## src/rtl/uart_upload_controller.sv

```systemverilog
// uart_upload_controller
// Steers the uart_unit write stream into instruction or data memory and owns
// the CPU-mode / upload-mode switch.
//
// Ports:
//   clk, rst_n          system clock (shared with uart_unit), async active-low reset
//   mode_btn            raw upload-request button (synchronised + debounced here)
//   uart_write_enable   level, high while uart_addr/uart_data hold a valid word
//   uart_addr           word address; MSB 0 = imem, 1 = dmem
//   uart_data           write data word
//   uart_complete       level, high once the upload is done
//   uart_disable        holds uart_unit in reset while high
//   imem_we / dmem_we   single-cycle memory write strobes
//   mem_addr / mem_data registered write address / data
//   cpu_rst             active-high CPU hold
//   upload_active       high while in UPLOAD or DRAIN
//   word_count          words written in the current/last upload (saturating)
module uart_upload_controller #(
    parameter int unsigned RAM_DEPTH       = 14,
    parameter int unsigned ISA_WIDTH       = 32,
    parameter logic [19:0] DEBOUNCE_CYCLES = 20'd1_000_000,
    parameter logic [7:0]  CPU_RST_HOLD    = 8'd16
) (
    input  logic                 clk,
    input  logic                 rst_n,
    input  logic                 mode_btn,
    input  logic                 uart_write_enable,
    input  logic [RAM_DEPTH:0]   uart_addr,
    input  logic [ISA_WIDTH-1:0] uart_data,
    input  logic                 uart_complete,
    output logic                 uart_disable,
    output logic                 imem_we,
    output logic                 dmem_we,
    output logic [RAM_DEPTH-1:0] mem_addr,
    output logic [ISA_WIDTH-1:0] mem_data,
    output logic                 cpu_rst,
    output logic                 upload_active,
    output logic [15:0]          word_count
);

    localparam int unsigned DEB_W  = 20;
    localparam int unsigned HOLD_W = 8;
    localparam int unsigned CNT_W  = 16;

    typedef enum logic [1:0] {
        ST_RUN    = 2'd0,
        ST_UPLOAD = 2'd1,
        ST_DRAIN  = 2'd2,
        ST_HOLD   = 2'd3
    } state_t;

    state_t               r_state, w_state_nx;

    logic                 r_btn_meta, r_btn_sync;
    logic [DEB_W-1:0]     r_deb_cnt;
    logic                 r_deb_fired;
    logic                 w_btn_req;

    logic                 r_we_prev;
    logic                 w_wr_edge;

    logic [HOLD_W-1:0]    r_hold_cnt, w_hold_cnt_nx;
    logic                 r_por_hold, w_por_hold_nx;

    logic                 r_uart_disable, w_uart_disable_nx;
    logic                 r_imem_we, w_imem_we_nx;
    logic                 r_dmem_we, w_dmem_we_nx;
    logic [RAM_DEPTH-1:0] r_mem_addr, w_mem_addr_nx;
    logic [ISA_WIDTH-1:0] r_mem_data, w_mem_data_nx;
    logic                 r_cpu_rst, w_cpu_rst_nx;
    logic                 r_upload_active, w_upload_active_nx;
    logic [CNT_W-1:0]     r_word_count, w_word_count_nx;

    // Button synchroniser and debounce: one request per stable-high press.
    always_ff @(posedge clk or negedge rst_n) begin
        if (!rst_n) begin
            r_btn_meta  <= 1'b0;
            r_btn_sync  <= 1'b0;
            r_deb_cnt   <= '0;
            r_deb_fired <= 1'b0;
        end else begin
            r_btn_meta <= mode_btn;
            r_btn_sync <= r_btn_meta;
            if (!r_btn_sync) begin
                r_deb_cnt   <= '0;
                r_deb_fired <= 1'b0;
            end else begin
                // Counter parks at the threshold; the fired flag blocks repeats.
                if (r_deb_cnt != (DEBOUNCE_CYCLES - 20'd1)) begin
                    r_deb_cnt <= r_deb_cnt + 20'd1;
                end
                if (w_btn_req) begin
                    r_deb_fired <= 1'b1;
                end
            end
        end
    end

    assign w_btn_req = r_btn_sync && !r_deb_fired &&
                       (r_deb_cnt == (DEBOUNCE_CYCLES - 20'd1));

    // Write-enable edge detector: a word held for several cycles writes once.
    always_ff @(posedge clk or negedge rst_n) begin
        if (!rst_n) begin
            r_we_prev <= 1'b0;
        end else begin
            r_we_prev <= uart_write_enable;
        end
    end

    assign w_wr_edge = uart_write_enable && !r_we_prev;

    // State and registered outputs.
    always_ff @(posedge clk or negedge rst_n) begin
        if (!rst_n) begin
            r_state         <= ST_RUN;
            r_hold_cnt      <= '0;
            r_por_hold      <= 1'b1;
            r_uart_disable  <= 1'b1;
            r_imem_we       <= 1'b0;
            r_dmem_we       <= 1'b0;
            r_mem_addr      <= '0;
            r_mem_data      <= '0;
            r_cpu_rst       <= 1'b1;
            r_upload_active <= 1'b0;
            r_word_count    <= '0;
        end else begin
            r_state         <= w_state_nx;
            r_hold_cnt      <= w_hold_cnt_nx;
            r_por_hold      <= w_por_hold_nx;
            r_uart_disable  <= w_uart_disable_nx;
            r_imem_we       <= w_imem_we_nx;
            r_dmem_we       <= w_dmem_we_nx;
            r_mem_addr      <= w_mem_addr_nx;
            r_mem_data      <= w_mem_data_nx;
            r_cpu_rst       <= w_cpu_rst_nx;
            r_upload_active <= w_upload_active_nx;
            r_word_count    <= w_word_count_nx;
        end
    end

    // Next-state and next-output logic.
    always_comb begin
        w_state_nx        = r_state;
        w_hold_cnt_nx     = r_hold_cnt;
        w_por_hold_nx     = r_por_hold;
        w_uart_disable_nx = r_uart_disable;
        w_imem_we_nx      = 1'b0;
        w_dmem_we_nx      = 1'b0;
        w_mem_addr_nx     = r_mem_addr;
        w_mem_data_nx     = r_mem_data;
        w_cpu_rst_nx      = r_cpu_rst;
        w_word_count_nx   = r_word_count;

        case (r_state)
            ST_RUN: begin
                w_uart_disable_nx = 1'b1;
                // After reset the CPU is still held until the power-on hold expires.
                if (r_por_hold) begin
                    w_hold_cnt_nx = r_hold_cnt + 8'd1;
                    if (r_hold_cnt == (CPU_RST_HOLD - 8'd1)) begin
                        w_cpu_rst_nx  = 1'b0;
                        w_por_hold_nx = 1'b0;
                        w_hold_cnt_nx = '0;
                    end
                end else begin
                    w_cpu_rst_nx = 1'b0;
                end
                if (w_btn_req) begin
                    w_state_nx        = ST_UPLOAD;
                    w_word_count_nx   = '0;
                    w_cpu_rst_nx      = 1'b1;
                    w_uart_disable_nx = 1'b0;
                    w_por_hold_nx     = 1'b0;
                    w_hold_cnt_nx     = '0;
                end
            end
            ST_UPLOAD: begin
                // An edge coincident with uart_complete is still committed.
                if (w_wr_edge) begin
                    w_imem_we_nx  = !uart_addr[RAM_DEPTH];
                    w_dmem_we_nx  = uart_addr[RAM_DEPTH];
                    w_mem_addr_nx = uart_addr[RAM_DEPTH-1:0];
                    w_mem_data_nx = uart_data;
                    if (r_word_count != 16'hFFFF) begin
                        w_word_count_nx = r_word_count + 16'd1;
                    end
                end
                if (uart_complete) begin
                    w_state_nx        = ST_DRAIN;
                    w_uart_disable_nx = 1'b1;
                end
            end
            ST_DRAIN: begin
                w_state_nx        = ST_HOLD;
                w_hold_cnt_nx     = '0;
                w_uart_disable_nx = 1'b1;
            end
            ST_HOLD: begin
                w_hold_cnt_nx = r_hold_cnt + 8'd1;
                if (r_hold_cnt == (CPU_RST_HOLD - 8'd1)) begin
                    w_state_nx    = ST_RUN;
                    w_cpu_rst_nx  = 1'b0;
                    w_hold_cnt_nx = '0;
                end
            end
            default: begin
                w_state_nx = ST_RUN;
            end
        endcase

        w_upload_active_nx = (w_state_nx == ST_UPLOAD) || (w_state_nx == ST_DRAIN);
    end

    assign uart_disable  = r_uart_disable;
    assign imem_we       = r_imem_we;
    assign dmem_we       = r_dmem_we;
    assign mem_addr      = r_mem_addr;
    assign mem_data      = r_mem_data;
    assign cpu_rst       = r_cpu_rst;
    assign upload_active = r_upload_active;
    assign word_count    = r_word_count;

endmodule

```

## config.mk

```make
export PLATFORM = sky130hd
export DESIGN_NAME = uart_upload_controller
export DESIGN_NICKNAME = d
export VERILOG_FILES = /design/src/rtl/uart_upload_controller.sv
export SDC_FILE = /design/constraint.sdc
export NUM_CORES = 1
export LEC_CHECK = 0
export BUFFER_PORTS_ARGS = -buffer_cell sky130_fd_sc_hd__buf_2
export CORE_UTILIZATION = 48
export DETAILED_ROUTE_END_ITERATION = 12
export GPL_TIMING_DRIVEN = 0
export PLACE_DENSITY = 0.82
export SYNTH_ARGS = -nofsm -noshare
export SYNTH_HDL_FRONTEND = slang
export SYNTH_SLANG_ARGS = --single-unit
```

## constraint.sdc

```tcl
create_clock -name clk -period 1.9 [get_ports clk]
set_input_delay 0.19 -clock clk [delete_from_list [all_inputs] [get_ports clk]]
set_output_delay 0.19 -clock clk [all_outputs]
set_load 0.02 [all_outputs]
```

==> summary.txt, run 1 <==
Layout
  • Most common cell after layout, fill and taps aside: buf_2
  • Post-Route Utilization: between 60% and 70%
  • Final net count: 630
  • Area Growth Syn to Fin: 32.79%
  • Most frequent cells in the layout: buf_2 (119), dfrtp_1 (97), mux2_2 (46), nand2_1 (41), buf_4 (29)
  • Fillers: 669
  • Share of cells above drive strength 1: 46.61%
  • N_diodes: 0

STA
  • Period utilization: 116.8%
  • Final setup vio count: 35
  • Minimum clock period: ~2.2 ns
  • Worst hold slack: 0.02994 ns
  • Worst setup margin: -0.3188 ns
  • Setup TNS Final: -7.962 ns
  • Max Freq: around 450 MHz
  • Fin. max-slew vios: 0
  • Slew HR: a little over half
  • Worst-Margin Slew: between 0.7 and 0.8 ns
  • Fin. Hold Viols: 0
  • Clk_skew: 0.009498 ns
  • RSZ-0062 raised after global routing: yes

Detailed routing
  • DRC: 0
  • Drt first pass iters: 7
  • Detailed-route via count: around 4000
  • Final ANT Viol Nets: 0
  • Vias per cell: 5.699
  • Routed wire length: between 10 and 15 mm
  • Iter 0 DRT Violations: around 240
  • Routed wire per std cell: 17.65 um

Global routing
  • Total GRT Usage: between 20% and 30%
  • Largest net degree at the start of global routing: 56
  • Antenna violations before repair: 0
  • First-pass GRT wire length: 18.53 mm
  • Overflow after GRT: 0
  • Vias in the first global route: 3976

Place
  • Pre-CTS setup slack: -0.4012 ns
  • HPWL after DPL: 7.750 mm
  • Routability cong.: 0.8213
  • Number of buffers added on ports: around 120

Setup path
  • Cell family with most CP delay: simple AND/OR/NAND/NOR gates
  • CP Capture Type: register
  • Slowest-stage cell, CP: or4bb_4
  • Startpoint Class: register
  • Arr. time, crit path: 2.49 ns
  • Worst Path Max Fanout: 10
  • Critical path class: reg -> reg
  • Crit-path cells: or4bb_4, nor2_4, buf_4, a31oi_4, a211o_1, buf_6, buf_8, o22a_1
  • Crit path buf inv count: 3
  • Worst path max stage delay: 0.59 ns
  • CP required: 2.17 ns

Synth
  • Simple-gate portion of the synthesized area: between 15 and 20%
  • Syn_nets: between 400 and 500
  • FF+latch count, synth: around 100
  • Async set-reset flop share out of synthesis: 100.0%
  • Number of synthesized flops with an enable pin: 0
  • Synth Flop Type: dfrtp_1
  • Synth warnings: 0
  • Synth Area in XOR/XNOR: ~3%
  • Avg Inst Size Synth: 11.53 sq um
  • Multiplexer area fraction after synthesis: 11.22%
  • Yosys cell types: 52
  • Sequential area share after synthesis: 54.34%
  • Synth Area in Compound Gates: 10.27%
  • Post-synthesis adder-cell area fraction: 2.128%
  • Largest family of logic cells by synthesized area: simple AND/OR/NAND/NOR gates
  • Mapped Cells: 408
  • Cell Area, Synth: 0.004705 sq mm

Pwr
  • P_sw: ~3300 uW
  • VDD IR-drop max: 993.7 uV
  • Pwr dens: 1291 mW/mm^2
  • Sequential Power Share: between 30% and 40%
  • Comb power frac: 44.8%
  • Leakage: a little under 0.003 uW
  • Total power: 8066 uW
  • Internal Pwr Total: 4793 uW
  • Switching Share: 40.58%
  • Clock share of power: 16.1%

Clock tree
  • H-tree depth: 3
  • Clock Latency Late Sink: approximately 0.38 ns
  • CTS tree: built
  • Root buffer cell: clkbuf_8
  • Worst-path clk slew: 0.10 ns
  • TritonCTS Buffers: 9
  • Sink Count: 102
  • Clock Tree Buf Depth: 2

Die
  • Row Count: 35
  • Die ar.: 0.01020 sq mm
  • Die width: 101 um
  • Core Region: about 0.0094 sq mm
  • Die height: ~100 um
  • Starting density of the core: 50.20%
  • # IOs: about 120

Min path
  • Hold Crit Class: in -> reg

Status
  • Failing checks: setup timing
  • Status: finished with violations

Job
  • Max Cap Viol: 0
-- routing by layer --
layer / global-route usage [%] / part of all wire (%)
met2: 40.78 / 52
met4: 9.365 / 3.8
met1: 26.93 / 38
met5: 0 / 0
met3: 7.767 / 6.2
-- per-stage QoR --
step / instance area [sq um] / std cells
2_1_floorplan: 4748 / 408
3_3_place_gp: 5500 / 655
3_5_place_dp: 5530 / 656
4_1_cts: 5957 / 691
5_1_grt: 6247 / 704
6_report: 6247 / 704
-- power groups by stage --
stage / clock network [uW] / registers, uW / logic (uW)
after floorplan: 0 / 3800 / 1330
after global placement: 0 / 3110 / 2920
after detailed placement: 0 / 3160 / 3040
after CTS: 1320 / 3130 / 3330
after global routing: 1400 / 3210 / 3820
final: 1300 / 3150 / 3620
-- final timing paths --
| kind | startpoint | endpoint | slack, ns | cells past startpoint |
|---|---|---|---|---|
| worst max-delay path | r_deb_cnt[15]$_DFFE_PN0P_ | word_count[10]$_DFFE_PN0P_ | -0.32 | 8 |
| worst min-delay path | uart_data[9] | mem_data[9]$_DFFE_PN0P_ | 0.03 | 2 |
| worst max register to register | r_deb_cnt[15]$_DFFE_PN0P_ | word_count[10]$_DFFE_PN0P_ | -0.32 | 8 |
| worst min register to register | r_btn_meta$_DFF_PN0_ | r_btn_sync$_DFF_PN0_ | 0.36 | 0 |
| max in group asynchronous | rst_n | word_count[1]$_DFFE_PN0P_ | 0.81 | 3 |
| min in group asynchronous | rst_n | r_deb_cnt[2]$_DFFE_PN0P_ | 0.40 | 2 |
-- cells by family (layout without fill, tap and decap cells) --
logic type | count (synthesis) | count (layout)
AO/OA/AOI/OAI | 66 | 66
XOR/XNOR | 16 | 16
multiplexers | 47 | 47
AND/OR/NAND/NOR | 140 | 140
adder cells (fa/ha/maj) | 8 | 8
buffers and inverters | 29 | 196
flip-flops | 102 | 102
-- timing repair --
| action | CTS | global route |
|---|---|---|
| hold buffers | 4 | 0 |
| setup endpoints to repair | 92 | 93 |
| pin swaps | 14 | 19 |
| setup buffers | 18 | 13 |
| resized for setup | 17 | 45 |
| hold endpoints to repair | 54 | 0 |
-- registers in the layout, indices dropped and copies added, names as in the netlist, 2 cells and up --
signal,cells
mem_data,32
r_deb_cnt,20
word_count,16
mem_addr,14
r_hold_cnt,8
r_state,2
-- layout make-up --
class / instances / area [sq um] / share of cell area (%)
Inverter: 10 / 37.54 / 0.6008
Sequential cell: 102 / 2559 / 40.96
Timing Repair Buffer: 154 / 920.9 / 14.74
Multi-Input combinational cell: 277 / 2273 / 36.39
Clock buffer: 9 / 123.9 / 1.983
Buffer: 16 / 116.4 / 1.863
Tap cell: 129 / 161.4 / 2.584
Clock inverter: 7 / 55.05 / 0.8812
-- synthesized netlist by cell type, types with 2 or more instances --
master      n  area share [%]
a2111oi_0   2            0.37
a211oi_1    2            0.32
a21o_1      3            0.48
a21oi_1     9            0.96
a22o_1      7             1.3
a31oi_1     3            0.40
and2_1     17             2.3
and3_1      7            0.93
and4_1      4            0.74
buf_2       4            0.43
clkbuf_1   13             1.0
dfrtp_1    99              53
dfstp_2     3             1.7
ha_1        8             2.1
inv_1      10            0.80
mux2_2     46              11
nand2_1    43             3.4
nand3_1    12             1.3
nand4_1     7            0.93
nor2_1     10            0.80
nor2b_1     7            0.93
nor3_1      5            0.53
nor4_1     16             2.1
o21ai_0    15             1.6
o22a_1     13             2.4
o31ai_1     2            0.32
or4b_1      2            0.43
xnor2_1     9             1.7
xor2_1      7             1.3
No activity file was read; power rests on OpenSTA's default activity.
==> run 2: changes to the inputs <==
Settings changed: PLACE_DENSITY 0.82 to 0.87.
==> summary.txt, run 2 (synthesis results as in run 1) <==
Min path
  • Hold Crit Class: in -> reg
  • Hold Crit Start: uart_addr[0]

Setup path
  • Critical R2R Capture: word_count[6]$_DFFE_PN0P_
  • Worst R2R Path Depth: 8
  • Worst r2r src: r_deb_cnt[8]$_DFFE_PN0P_
  • CP Capture Type: register
  • Crit path from: r_deb_cnt[8]$_DFFE_PN0P_
  • Arr. time, crit path: around 2.5 ns
  • Worst Setup EP: word_count[6]$_DFFE_PN0P_
  • CP required: between 2 and 2.5 ns
  • Startpoint Class: register
  • Critical path class: reg -> reg
  • R2r setup slk: -0.30 ns
  • Worst Path Max Fanout: 6

Die
  • Die height: 101 um
  • Starting density of the core: between 50% and 60%
  • Die ar.: 0.01020 sq mm
  • Die width: 101 um
  • Core Region: approximately 0.0094 sq mm
  • # IOs: ~120
  • Row Count: 35

STA
  • Worst-Margin Slew: 0.6502 ns
  • Max Freq: 454.8 MHz
  • Fin. Hold Viols: 0
  • Worst hold slack: ~0.036 ns
  • Period utilization: 115.7%
  • Final setup vio count: 38
  • Slew HR: 56.25%
  • Clk_skew: 0.007617 ns
  • RSZ-0062 raised after global routing: yes
  • Minimum clock period: about 2.2 ns
  • Fin. max-slew vios: 0
  • Worst setup margin: -0.2986 ns

Place
  • Routability cong.: ~0.83
  • Number of buffers added on ports: 118
  • HPWL after DPL: 7.765 mm

Layout
  • Most common cell after layout, fill and taps aside: buf_2
  • Most frequent cells in the layout: buf_2 (118), dfrtp_1 (94), mux2_2 (46), nand2_1 (41), buf_4 (27)
  • Share of cells above drive strength 1: 46.07%
  • N_diodes: 0
  • Final net count: 628
  • Area occupied by multi-input gates: 0.002217 sq mm
  • Fillers: between 600 and 700
  • Largest register FFs: 32
  • Area Growth Syn to Fin: 31.84%
  • Storage element area: between 0.002 and 0.003 sq mm
  • Post-Route Utilization: 66.18%

Detailed routing
  • Detailed-route via count: 4004
  • Iter 0 DRT Violations: 227
  • Vias per cell: 5.704
  • DRC: 0
  • Final ANT Viol Nets: 0
  • Routed wire length: 12.11 mm
  • Routed wire per std cell: 17.25 um
  • Drt first pass iters: 5

Status
  • Status: finished with violations
  • Failing checks: setup timing

Pwr
  • Pwr dens: 1281 mW/mm^2
  • Leakage: 0.002951 uW
  • VDD IR-drop max: 966.0 uV

Clock tree
  • Clock Tree Buf Depth: 2
  • TritonCTS Buffers: 9
  • Clock Latency Late Sink: 0.38 ns
  • CTS tree: built
  • Sink Count: about 100
  • H-tree depth: 3
  • Worst-path clk slew: 0.10 ns
  • Root buffer cell: clkbuf_8

Global routing
  • Antenna violations before repair: 0
  • Vias in the first global route: 3706
  • First-pass GRT wire length: 17.82 mm
  • Met3 Usage GRT: under 10%
  • Met2 Usage GRT: 38.78%
  • Total GRT Usage: 22.87%
  • Most used routing layer: met2
  • Largest net degree at the start of global routing: 78
  • Met1 Use GR: 28.19%
  • Overflow after GRT: 0

Job
  • Max Cap Viol: 0
run 2: cell count changes in the layout (fill, tap and decap cells not counted), sizes merged:
cell	before	now
buf	157	156
clkbuf	18	17
clkinv	2	5
clkinvlp	1	0
inv	14	12
run 2: worst min-delay path by stage:
stage                                    end  slack, ns  depth (start not counted)
finish               mem_addr[0]$_DFFE_PN0P_       0.04                          2
global route        mem_data[24]$_DFFE_PN0P_      0.008                          2
CTS                 mem_data[17]$_DFFE_PN0P_       0.02                          2
detailed placement   mem_data[8]$_DFFE_PN0P_       0.12                          1
global placement        r_btn_meta$_DFF_PN0_       0.30                          1
floorplan                  dmem_we$_DFF_PN0_      -0.11                          0
run 2: timing repair:
item	CTS	global route
hold buffers	4	0
setup endpoints to repair	93	92
gates resized for setup	16	49
setup buffers	12	15
pin swaps	9	10
endpoints found under the hold margin	27	0
cloned	1	0
run 2: power by group:
| part | total [uW] | internal [uW] | switching (uW) |
|---|---|---|---|
| combinational | 3480 | 1460 | 2020 |
| clock | 1320 | 506 | 816 |
| sequential | 3140 | 2780 | 367 |
run 2: worst max-delay path, cell delays in order, from the launching register on:
cell and delay, ns:
dfrtp_1 0.40, or4b_4 0.57, nor4_4 0.17, buf_6 0.17, a31oi_4 0.10, a211o_1 0.25
buf_6 0.14, buf_6 0.13, o22a_1 0.17
run 2: final cells by class:
type / instances / share of cell area (%)
Timing Repair Buffer: 151 / 14.55
Buffer: 17 / 2.098
Multi-Input combinational cell: 277 / 35.75
Clock buffer: 9 / 1.997
Clock inverter: 7 / 1.089
Tap cell: 129 / 2.602
Sequential cell: 102 / 41.32
Inverter: 10 / 0.6052
run 2: through the flow:
stage               power (uW)  instances  TNS [ns]  cell area (sq um)  setup slack (ns)
finish                    7946        702    -8.322               6202           -0.2986
global placement          6017        655    -54.40               5500           -0.5051
floorplan                 5126        408    -2.691               4748           -0.1773
CTS                       7705        688    -8.339               5914           -0.3124
detailed placement        6178        656    -24.93               5530           -0.3943
global route              8330        702    -11.20               6202           -0.3579
run 2: metal layers:
metal	share of wire (%)	wire, um	vias up
met5	0	0	-
met4	1.9	232	0
met3	5.5	669	25
met2	54	6518	161
met1	39	4685	2019
li1	-	-	1799
